**config.mk**
```make
export PLATFORM = sky130hd
export DESIGN_NAME = sbox_flat
export DESIGN_NICKNAME = d
export VERILOG_FILES = /design/src/rtl/sbox_if.sv /design/src/rtl/sbox.sv /design/src/flat_wrapper.sv
export SDC_FILE = /design/constraint.sdc
export NUM_CORES = 1
export LEC_CHECK = 0
export CAP_MARGIN = 15
export CORE_AREA = 4 4 41 43
export DETAILED_ROUTE_END_ITERATION = 6
export DIE_AREA = 0 0 45 47
export SKIP_CTS_REPAIR_TIMING = 1
export SYNTH_ARGS = -nofsm -noshare
export SYNTH_HDL_FRONTEND = slang
export SYNTH_SLANG_ARGS = --single-unit
```
**constraint.sdc**
```tcl
create_clock -name clock_i -period 2.7 [get_ports clock_i]
set_clock_uncertainty 0.15 [all_clocks]
set_input_delay 0.54 -clock clock_i [delete_from_list [all_inputs] [get_ports clock_i]]
set_output_delay 0.54 -clock clock_i [all_outputs]
set_load 0.05 [all_outputs]
```
**src/rtl/sbox_if.sv**
```systemverilog
// Substitution-box port bundle: column input/valid in, combinational and registered result out.
// Optional SBOX_INV_EN adds the inverse-table select inv_i.
interface sbox_if;
    localparam int unsigned W = 5;

    logic [W-1:0] sbox_i;
    logic         valid_i;
    logic [W-1:0] sbox_o;
    logic [W-1:0] sbox_q_o;
    logic         valid_o;
`ifdef SBOX_INV_EN
    logic         inv_i;

    modport master (output sbox_i, valid_i, inv_i, input sbox_o, sbox_q_o, valid_o);
    modport slave  (input sbox_i, valid_i, inv_i, output sbox_o, sbox_q_o, valid_o);
`else
    modport master (output sbox_i, valid_i, input sbox_o, sbox_q_o, valid_o);
    modport slave  (input sbox_i, valid_i, output sbox_o, sbox_q_o, valid_o);
`endif
endinterface

```
**src/rtl/sbox.sv**
```systemverilog
// 5-bit Ascon S-box: combinational lookup plus a valid-tracked registered copy.
// Define SBOX_INV_EN to add inv_i and the inverse table.
module sbox (
    input  logic   clock_i,
    input  logic   resetb_i,
    sbox_if.slave  bus
);
    localparam int unsigned W = 5;

    // Bitsliced chi form; bit4 = x0 ... bit0 = x4.
    function automatic logic [W-1:0] s_fwd(input logic [W-1:0] x);
        logic x0, x1, x2, x3, x4;
        logic t0, t1, t2, t3, t4;
        x0 = x[4]; x1 = x[3]; x2 = x[2]; x3 = x[1]; x4 = x[0];
        x0 = x0 ^ x4;
        x4 = x4 ^ x3;
        x2 = x2 ^ x1;
        t0 = ~x0 & x1;
        t1 = ~x1 & x2;
        t2 = ~x2 & x3;
        t3 = ~x3 & x4;
        t4 = ~x4 & x0;
        x0 = x0 ^ t1;
        x1 = x1 ^ t2;
        x2 = x2 ^ t3;
        x3 = x3 ^ t4;
        x4 = x4 ^ t0;
        x1 = x1 ^ x0;
        x0 = x0 ^ x4;
        x3 = x3 ^ x2;
        x2 = ~x2;
        return {x0, x1, x2, x3, x4};
    endfunction

`ifdef SBOX_INV_EN
    function automatic logic [W-1:0] s_inv(input logic [W-1:0] y);
        logic [W-1:0] r;
        case (y)
            5'h00: r = 5'h14;  5'h01: r = 5'h1A;  5'h02: r = 5'h07;  5'h03: r = 5'h0D;
            5'h04: r = 5'h00;  5'h05: r = 5'h09;  5'h06: r = 5'h0E;  5'h07: r = 5'h12;
            5'h08: r = 5'h0A;  5'h09: r = 5'h06;  5'h0A: r = 5'h1D;  5'h0B: r = 5'h01;
            5'h0C: r = 5'h19;  5'h0D: r = 5'h15;  5'h0E: r = 5'h13;  5'h0F: r = 5'h1E;
            5'h10: r = 5'h18;  5'h11: r = 5'h16;  5'h12: r = 5'h0B;  5'h13: r = 5'h11;
            5'h14: r = 5'h03;  5'h15: r = 5'h05;  5'h16: r = 5'h1C;  5'h17: r = 5'h1F;
            5'h18: r = 5'h17;  5'h19: r = 5'h1B;  5'h1A: r = 5'h04;  5'h1B: r = 5'h08;
            5'h1C: r = 5'h0F;  5'h1D: r = 5'h0C;  5'h1E: r = 5'h10;  default: r = 5'h02;
        endcase
        return r;
    endfunction
`endif

    logic [W-1:0] sbox_c;
    logic [W-1:0] result_d, result_q;
    logic         valid_d, valid_q;

    // Lookup path, independent of clock and reset.
    always_comb begin
        sbox_c = s_fwd(bus.sbox_i);
`ifdef SBOX_INV_EN
        if (bus.inv_i) begin
            sbox_c = s_inv(bus.sbox_i);
        end
`endif
    end

    always_comb begin
        result_d = result_q;
        valid_d  = bus.valid_i;
        if (bus.valid_i) begin
            result_d = sbox_c;
        end
    end

    always_ff @(posedge clock_i or negedge resetb_i) begin
        if (!resetb_i) begin
            result_q <= W'(0);
            valid_q  <= 1'b0;
        end else begin
            result_q <= result_d;
            valid_q  <= valid_d;
        end
    end

    assign bus.sbox_o   = sbox_c;
    assign bus.sbox_q_o = result_q;
    assign bus.valid_o  = valid_q;
endmodule

```
**src/flat_wrapper.sv**
```systemverilog
// flat-port wrapper written by rule: the top's interface ports become plain ports
module sbox_flat 
  (clock_i, resetb_i, bus_sbox_i, bus_valid_i, bus_sbox_o, bus_sbox_q_o, bus_valid_o);
  sbox_if bus_i ();
  input  logic clock_i;
  input  logic resetb_i;
  input wire logic [$bits(bus_i.sbox_i)-1:0] bus_sbox_i;
  input wire logic [$bits(bus_i.valid_i)-1:0] bus_valid_i;
  output wire logic [$bits(bus_i.sbox_o)-1:0] bus_sbox_o;
  output wire logic [$bits(bus_i.sbox_q_o)-1:0] bus_sbox_q_o;
  output wire logic [$bits(bus_i.valid_o)-1:0] bus_valid_o;
  assign bus_i.sbox_i = bus_sbox_i;
  assign bus_i.valid_i = bus_valid_i;
  assign bus_sbox_o = bus_i.sbox_o;
  assign bus_sbox_q_o = bus_i.sbox_q_o;
  assign bus_valid_o = bus_i.valid_o;
  sbox u_core (.clock_i(clock_i), .resetb_i(resetb_i), .bus(bus_i));
endmodule
```
==> flow_summary.ini, run 1 <==
[setup_path]
worst-r2r-cell-count = 1
critPathMaxFanout = 2
critical_path.startpoint_type = input port
crit_type = input port to output port
worst-r2r-setup-slack_ns = 1.80
crit_required_ns = 2.01
worstSetupEndpointType = output port
critPathArrivalTime_ns = 1.98

[synth]
postSynthRegisterBits = 6
syn-mean-instance-area_um2 = 12.6
post_synth_instance_area_um2 = 352
netlist.top_cell.by_area = dfrtp_1
netlist.area_leader.share_pct = 42.7
ys.warnings.count = 0
synthesis.instances = 28
netlist-cell-type-count = 11
syn-num-nets = 38
ys_seq_area_share_pct = 42.7
synth_top_cells_by_area = dfrtp_1 43%, mux2_2 13%, xor2_1 10%

[sta]
hold_violations = 0
worst_slack_ns = 0.0307
timing_max_transition_violations_final = 0
period_minus_slack_ns = 2.67
max_freq_ghz = 0.375
fin_tns_setup_ns = 0
setup_viol = 0
whs_ns = 0.354
grt_setup_unrepaired = true
post_route_clock_period_utilization_pct = 98.9
relSlewSlack_pct = 66.9
worst_slew_pin_slew_ns = 0.495

[route]
dr.first_iter.drc_count = 2
dr_total_vias = 281
route.detailed.wl_per_inst_um = 12.2
antenna_left = 0
drt-pass1-iter-count = 4
routed_wirelength_um = 818
drt-vias-per-instance = 4.19
remaining_drc_errors = 0

[worst_hold_path]
hold_path.class = flip-flop to flip-flop
hold_depth = 1

[placement]
dp_worst_setup_slack_ns = -0.0219
routabilityCongestion = 0.738
hpwlAfterDp_um = 678
port_buffers = 18
post-place-cells = 64

[clocking]
clock_tree.htree_level_count = 1
tritoncts.num_buffers = 3
ctsLongestPathBuffers = 2
cts_tree = done
worstSkewPairLatency_ns = 0.24
clk_pin_slew_ns = 0.04
root_buffer = clkbuf_4
cts_num_sinks = 6

[grt]
grt_start_max_net_pins = 7
antenna_found_initial = 0
globalRoute.totalOverflow = 0
grt_usage_pct = 7.66
global_route_wire_length_before_repair_um = 1100
first_global_vias = 277

[final_layout]
drive_gt1_share_pct = 42.3
layoutNonFillerInstCount = 67
nets = 64
layout_common_cells = 12 x clkdlybuf4s50_1, 6 x dfrtp_1, 5 x buf_12
seqCellArea_um2 = 150
multiInputGateArea_um2 = 233
layout.cells.most_common = clkdlybuf4s50_1
number_of_antenna_repair_diodes = 0
syn_to_final_growth_pct = 96.4
n_fill_cell = 123

[power]
power_leakage_nw = 0.320
p_per_area_nw_per_um2 = 769
netSwitchingPower_w = 0.000224
vdd_ir_drop_max_mv = 0.383
switching_share_pct = 42.2
share_comb_of_total_power_pct = 62.3
clock_power_share_pct = 15.3
internal_power_w = 0.000307
p_seq_share_pct = 22.4

[floorplanning]
design.core.area_um2 = 1300
design.die.area_um2 = 2120
initial_utilization_pct = 27.0
design.portCount = 19
die_y_um = 47
die_width_um = 45
floorplan.rows = 13

[run_status]
run_status = completed

[run]
number_of_violations_of_the_max_capacitance_limit = 0
[cell families (layout without fill, tap and decap cells)]
family	count (synthesis)	in the layout	share of synthesized area, %
xor+xnor	8	8	22.1
fa+ha+maj	3	3	9.96
flops	6	6	42.7
mux	6	6	19.9
buf+inv	3	27	3.20
simple gates	2	2	2.14
[flip-flops by register name (all words and copies together), names as in the netlist]
| name | cells |
|---|---|
| u_core.bus.sbox_q_o | 5 |
| u_core.bus.valid_o | 1 |
[final cells by class]
class	count	area share, %
Clock buffer	3	3.26
Inverter	3	1.63
Multi-Input combinational cell	19	33.7
Sequential cell	6	21.7
Tap cell	15	2.72
Timing Repair Buffer	21	37.0
[worst paths after layout]
| kind | start | endpoint |
|---|---|---|
| max | bus_sbox_i[1] | bus_sbox_o[4] |
| min | u_core.bus.sbox_q_o[2] | u_core.bus.sbox_q_o[2] |
| max reg2reg | u_core.bus.sbox_q_o[3] | u_core.bus.sbox_q_o[3] |
| min reg2reg | u_core.bus.sbox_q_o[2] | u_core.bus.sbox_q_o[2] |
| max in group asynchronous | resetb_i | u_core.bus.sbox_q_o[1] |
| min in group asynchronous | resetb_i | u_core.bus.valid_o |
[cell usage after synthesis (all sizes together)]
| cell type | count |
|---|---|
| mux2 | 5 |
| dfrtp | 6 |
| xor2 | 4 |
| xnor2 | 4 |
| ha | 2 |
| nand2 | 2 |
| mux2i | 1 |
| maj3 | 1 |
| inv | 3 |
[critical path, stage by stage]
cell,delay (ns)
clkdlybuf4s50_1,0.49
inv_1,0.09
ha_4,0.29
xor2_2,0.15
xnor2_1,0.14
buf_4,0.15
buf_12,0.13
[metal layers]
metal | vias to the layer above | GRT usage (%) | share of wire (%)
li1 | 138 | - | -
met1 | 127 | 7.73 | 39
met2 | 16 | 13.3 | 49
met3 | 0 | 4.98 | 12
met4 | 0 | 1.75 | 0
met5 | - | 0 | 0
[power by group through the flow]
stage	Clock (W)	Combinational [W]	Sequential [W]
2_1_floorplan	0	0.000113	0.000190
3_3_place_gp	0	0.000325	0.000120
3_5_place_dp	0	0.000327	0.000121
4_1_cts	0.0000837	0.000328	0.000119
5_1_grt	0.0000889	0.000344	0.000121
6_report	0.0000811	0.000331	0.000119
[metrics by stage]
step | power [W] | utilization [%] | area, um2
after floorplan | 0.000303 | - | 367
after global placement | 0.000445 | 49.0 | 638
after detailed placement | 0.000447 | 49.0 | 638
after CTS | 0.000531 | 50.8 | 661
after global routing | 0.000555 | 53.1 | 691
final | 0.000531 | 53.1 | 691
Power figures use the tool's default switching activity.
==> run 2, diff against run 1 <==
Settings changed: SKIP_LAST_GASP set to 1.
==> flow_summary.ini, run 2 (synthesis results as in run 1) <==
[run_status]
run_status = finished, violations left
failed_checks = setup timing

[final_layout]
layout_common_cells = 13 x clkdlybuf4s50_1, 6 x dfrtp_1, 5 x buf_12
nets = 64
drive_gt1_share_pct = 40.4
final_util_pct = 51.9
syn_to_final_growth_pct = 92.2
layoutNonFillerInstCount = 67
number_of_antenna_repair_diodes = 0
layout.cells.most_common = clkdlybuf4s50_1
largest_register_ffs = 5

[sta]
post_route_clock_period_utilization_pct = 100
period_minus_slack_ns = 2.71
max_freq_ghz = 0.369
grt_setup_unrepaired = true
relSlewSlack_pct = 66.9
worst_slew_pin_slew_ns = 0.495
hold_violations = 0
worst_slack_ns = -0.00931
fin_tns_setup_ns = -0.00931
whs_ns = 0.354
setup_viol = 1
timing_max_transition_violations_final = 0

[run]
number_of_violations_of_the_max_capacitance_limit = 0

[power]
p_per_area_nw_per_um2 = 783
vdd_ir_drop_max_mv = 0.383
power_leakage_nw = 0.311

[clocking]
cts_tree = done
clk_pin_slew_ns = 0.04
worstSkewPairLatency_ns = 0.24
ctsLongestPathBuffers = 2
tritoncts.num_buffers = 3
cts_num_sinks = 6
root_buffer = clkbuf_4
clock_tree.htree_level_count = 1

[worst_hold_path]
hold_path.class = flip-flop to flip-flop
hold_depth = 1

[route]
drt-vias-per-instance = 4.25
antenna_left = 0
route.detailed.wl_per_inst_um = 12.1
dr_total_vias = 285
drt-pass1-iter-count = 4
routed_wirelength_um = 813
dr.first_iter.drc_count = 2
remaining_drc_errors = 0

[floorplanning]
design.portCount = 19
die_y_um = 47
floorplan.rows = 13
die_width_um = 45
design.core.area_um2 = 1300
initial_utilization_pct = 27.0
design.die.area_um2 = 2120

[setup_path]
crit_required_ns = 2.01
critical_path.startpoint_type = input port
worstSetupEndpointType = output port
critPathMaxFanout = 2
worst-r2r-cell-count = 1
critPathArrivalTime_ns = 2.02
crit_type = input port to output port

[grt]
globalRoute.totalOverflow = 0
antenna_found_initial = 0
first_global_vias = 277
grt_usage_pct = 7.66
global_route_wire_length_before_repair_um = 1100
met2_routing_resource_usage_after_global_routing_pct = 13.3
grt_util_met3_pct = 4.98
grt_start_max_net_pins = 7
busiest_layer = met2
global_route.usage.met1_pct = 7.73

[placement]
hpwlAfterDp_um = 678
post-place-cells = 64
dp_worst_setup_slack_ns = -0.0219
routabilityCongestion = 0.738
port_buffers = 18
-- run 2: cell types whose count changed in the layout (fill, tap and decap cells not counted) --
cell / delta
clkdlybuf4s50_1: +1
dlymetal6s2s_1: -1
ha_4: -1
ha_1: +1
-- run 2: layout make-up --
| class | count | area [um2] |
|---|---|---|
| clock buffers | 3 | 22.5 |
| fillers | 124 | 626 |
| inverters | 3 | 11.3 |
| multi-input cells | 19 | 220 |
| flip-flops and latches | 6 | 150 |
| well taps | 15 | 18.8 |
| repair buffers | 21 | 253 |
-- run 2: layer usage --
layer,share of wire [%],vias up
met5,0,-
met4,0,0
met3,12,0
met2,50,16
met1,38,129
li1,-,140
-- run 2: worst paths after layout --
| path | from | to | slack, ns |
|---|---|---|---|
| max in group asynchronous | resetb_i | u_core.bus.sbox_q_o[1] | 1.79 |
| worst min register to register | u_core.bus.sbox_q_o[2] | u_core.bus.sbox_q_o[2] | 0.35 |
| worst min-delay path | u_core.bus.sbox_q_o[2] | u_core.bus.sbox_q_o[2] | 0.35 |
| worst max-delay path | bus_sbox_i[1] | bus_sbox_o[4] | -0.009 |
| worst max register to register | u_core.bus.sbox_q_o[3] | u_core.bus.sbox_q_o[3] | 1.80 |
| min in group asynchronous | resetb_i | u_core.bus.valid_o | 0.39 |
-- run 2: critical path: stages --
cell and delay [ns]:
clkdlybuf4s50_1 0.49, inv_1 0.07, ha_1 0.32, xor2_2 0.16, xnor2_1 0.15, buf_4 0.15, buf_12 0.13
-- run 2: power breakdown --
part	leakage (nW)	switching, W	total, W	internal [W]
sequential	0.0701	0.00000925	0.000119	0.000110
combinational	0.227	0.000183	0.000329	0.000145
clock	0.0138	0.0000309	0.0000811	0.0000502
total	0.311	0.000223	0.000529	0.000305
-- run 2: stage by stage --
stage | power (W) | instance area [um2]
final | 0.000529 | 676
after global routing | 0.000551 | 676
after CTS | 0.000531 | 661
after detailed placement | 0.000447 | 638
after global placement | 0.000445 | 638
after floorplan | 0.000303 | 367
==> run 3, diff against run 2 <==
Settings changed: ABC_AREA set to 1, MAX_ROUTING_LAYER set to met4.
==> flow_summary.ini, run 3 <==
[sta]
max_freq_ghz = 0.381
timing_max_transition_violations_final = 0
period_minus_slack_ns = 2.62
whs_ns = 0.327
worst_slew_pin_slew_ns = 0.492
grt_setup_unrepaired = true
relSlewSlack_pct = 67.1
hold_violations = 0
post_route_clock_period_utilization_pct = 97.1
setup_viol = 0

[route]
drt-vias-per-instance = 4.40
drt-pass1-iter-count = 2
routed_wirelength_um = 857
antenna_left = 0
route.detailed.wl_per_inst_um = 9.22
remaining_drc_errors = 0
dr_total_vias = 409
dr.first_iter.drc_count = 5

[final_layout]
layout.cells.most_common = nand2_1
multiInputGateArea_um2 = 236
layout_common_cells = 19 x nand2_1, 11 x clkdlybuf4s50_1, 6 x inv_1, 6 x buf_4, 6 x dfrtp_1
final_util_pct = 56.4
seqCellArea_um2 = 150
largest_register_ffs = 5
nets = 90
n_fill_cell = 134
final_cell_area_um2 = 734
number_of_antenna_repair_diodes = 0
syn_to_final_growth_pct = 94.4
drive_gt1_share_pct = 29.5

[clocking]
clock_tree.htree_level_count = 1
clk_pin_slew_ns = 0.04
worstSkewPairLatency_ns = 0.23
cts_tree = done
ctsLongestPathBuffers = 2
root_buffer = clkbuf_4
cts_num_sinks = 6
tritoncts.num_buffers = 3

[synth]
netlist.top_cell.by_area = dfrtp_1
synth_enable_flop_cells = 0
netlist-cell-type-count = 13
netlist.area_leader.share_pct = 39.7
syn-num-nets = 61
synthesis.instances = 51
synth_top_cells_by_area = dfrtp_1 40%, nand2_1 22%, inv_1 7.0%
syn-mean-instance-area_um2 = 7.41
synth_top_cells_by_count = 22 x nand2_1, 7 x inv_1, 6 x dfrtp_1, 4 x nand3_1
postSynthRegisterBits = 6
ys.flop_type = dfrtp_1
asyncSetResetFlopFracSynth_pct = 100
ys.warnings.count = 0
ys_seq_area_share_pct = 39.7
post_synth_instance_area_um2 = 378
yosys.cell_count.top_type = nand2_1

[worst_hold_path]
holdCritStartpoint = u_core.bus.sbox_q_o[1]
hold_path.class = flip-flop to flip-flop
holdPathEnd = u_core.bus.sbox_q_o[1]
hold_depth = 2

[placement]
routabilityCongestion = 0.723
hpwlAfterDp_um = 688
detailed_place.area_um2 = 664
port_buffers = 18

[floorplanning]
initial_utilization_pct = 29.0
design.portCount = 19
design.core.area_um2 = 1300
die_width_um = 45
floorplan.rows = 13
design.die.area_um2 = 2120
die_y_um = 47

[setup_path]
critPathMaxFanout = 3
crit_type = input port to output port
worst_path_dominant_cell_family = buffers and inverters
critPathArrivalTime_ns = 1.93
crit_required_ns = 2.01
worst-r2r-cell-count = 2
worstReg2RegStart = u_core.bus.sbox_q_o[0]
critical_path_s_slowest_cell = clkdlybuf4s50_1
cp_cell_sequence = clkdlybuf4s50_1 -> inv_1 -> ha_1 -> nand3b_1 -> nand2_2 -> inv_1 -> nand2_2 -> and2_4 -> buf_12
worstReg2RegEnd = u_core.bus.sbox_q_o[0]
worst-r2r-setup-slack_ns = 1.91
critical_path.startpoint_type = input port
timing.critical_path.buf_inv = 4
cp_peak_stage_delay_ns = 0.47
worstSetupEndpointType = output port

[power]
power_leakage_nw = 0.389
post-layout-total-power_w = 0.000449
vdd_ir_drop_max_mv = 0.230
p_per_area_nw_per_um2 = 611

[grt]
first_global_vias = 358
grt_usage_pct = 9.06
antenna_found_initial = 0
grt_start_max_net_pins = 9
global_route_wire_length_before_repair_um = 1350
globalRoute.totalOverflow = 0

[run_status]
run_status = completed

[run]
number_of_violations_of_the_max_capacitance_limit = 0
==> run 3: cell count changes in the layout (fill, tap and decap cells not counted), moves of 3 or more <==
cell     before  now
nand2_2       0    3
nand2_1       2   19
mux2_2        4    0
buf_4         3    6
inv_1         3    6
nand3_1       0    3
==> run 3: final cells by class <==
| class | count | area share (%) |
|---|---|---|
| clock buffers | 3 | 3.07 |
| inverters | 7 | 3.58 |
| multi-input cells | 38 | 32.2 |
| flip-flops and latches | 6 | 20.4 |
| well taps | 15 | 2.56 |
| repair buffers | 24 | 38.2 |
==> run 3: worst max-delay path by stage <==
stage,start,endpoint,slack [ns],cells past startpoint
4_1_cts,bus_sbox_i[1],bus_sbox_o[4],-0.03,8
2_1_floorplan,bus_sbox_i[1],bus_sbox_o[4],0.13,6
6_report,bus_sbox_i[3],bus_sbox_o[4],0.08,9
3_3_place_gp,bus_sbox_i[1],bus_sbox_o[4],0.02,8
5_1_grt,bus_sbox_i[3],bus_sbox_o[4],-0.01,9
3_5_place_dp,bus_sbox_i[1],bus_sbox_o[4],-0.003,8
==> run 3: per-layer routing <==
layer | track usage (%) | part of all wire, % | up-vias
li1 | - | - | 213
met1 | 9.35 | 39 | 179
met2 | 16.1 | 49 | 17
met3 | 2.68 | 12 | 0
met4 | 3.51 | 0 | 0
met5 | - | 0 | -
==> run 3: per-stage QoR <==
step / worst slack, ns / std cells / setup TNS, ns
6_report: 0.0776 / 93 / 0
3_3_place_gp: 0.0218 / 88 / 0
4_1_cts: -0.0268 / 91 / -0.0268
5_1_grt: -0.00964 / 93 / -0.00964
3_5_place_dp: -0.00300 / 88 / -0.00300
2_1_floorplan: 0.126 / 51 / 0
==> run 3: worst reg2reg max path: stages (launching register included) <==
cell,delay (ns)
dfrtp_1,0.37
nor2_1,0.10
a31oi_1,0.05
==> run 3: logic make-up after synthesis <==
kind of cell | count (synthesis) | synth area share (%)
buffers and inverters | 7 | 6.95
adders and majority gates | 2 | 6.62
and+or+nand+nor | 32 | 37.1
AOI/OAI and AO/OA | 2 | 2.98
DFF | 6 | 39.7
xor gates and xnor gates | 2 | 6.62
==> run 3: power breakdown <==
part / total [W] / switching [W] / internal [W]
logic: 0.000261 / 0.000147 / 0.000114
registers: 0.000109 / 0.00000602 / 0.000103
clock network: 0.0000784 / 0.0000283 / 0.0000500
total: 0.000449 / 0.000182 / 0.000267
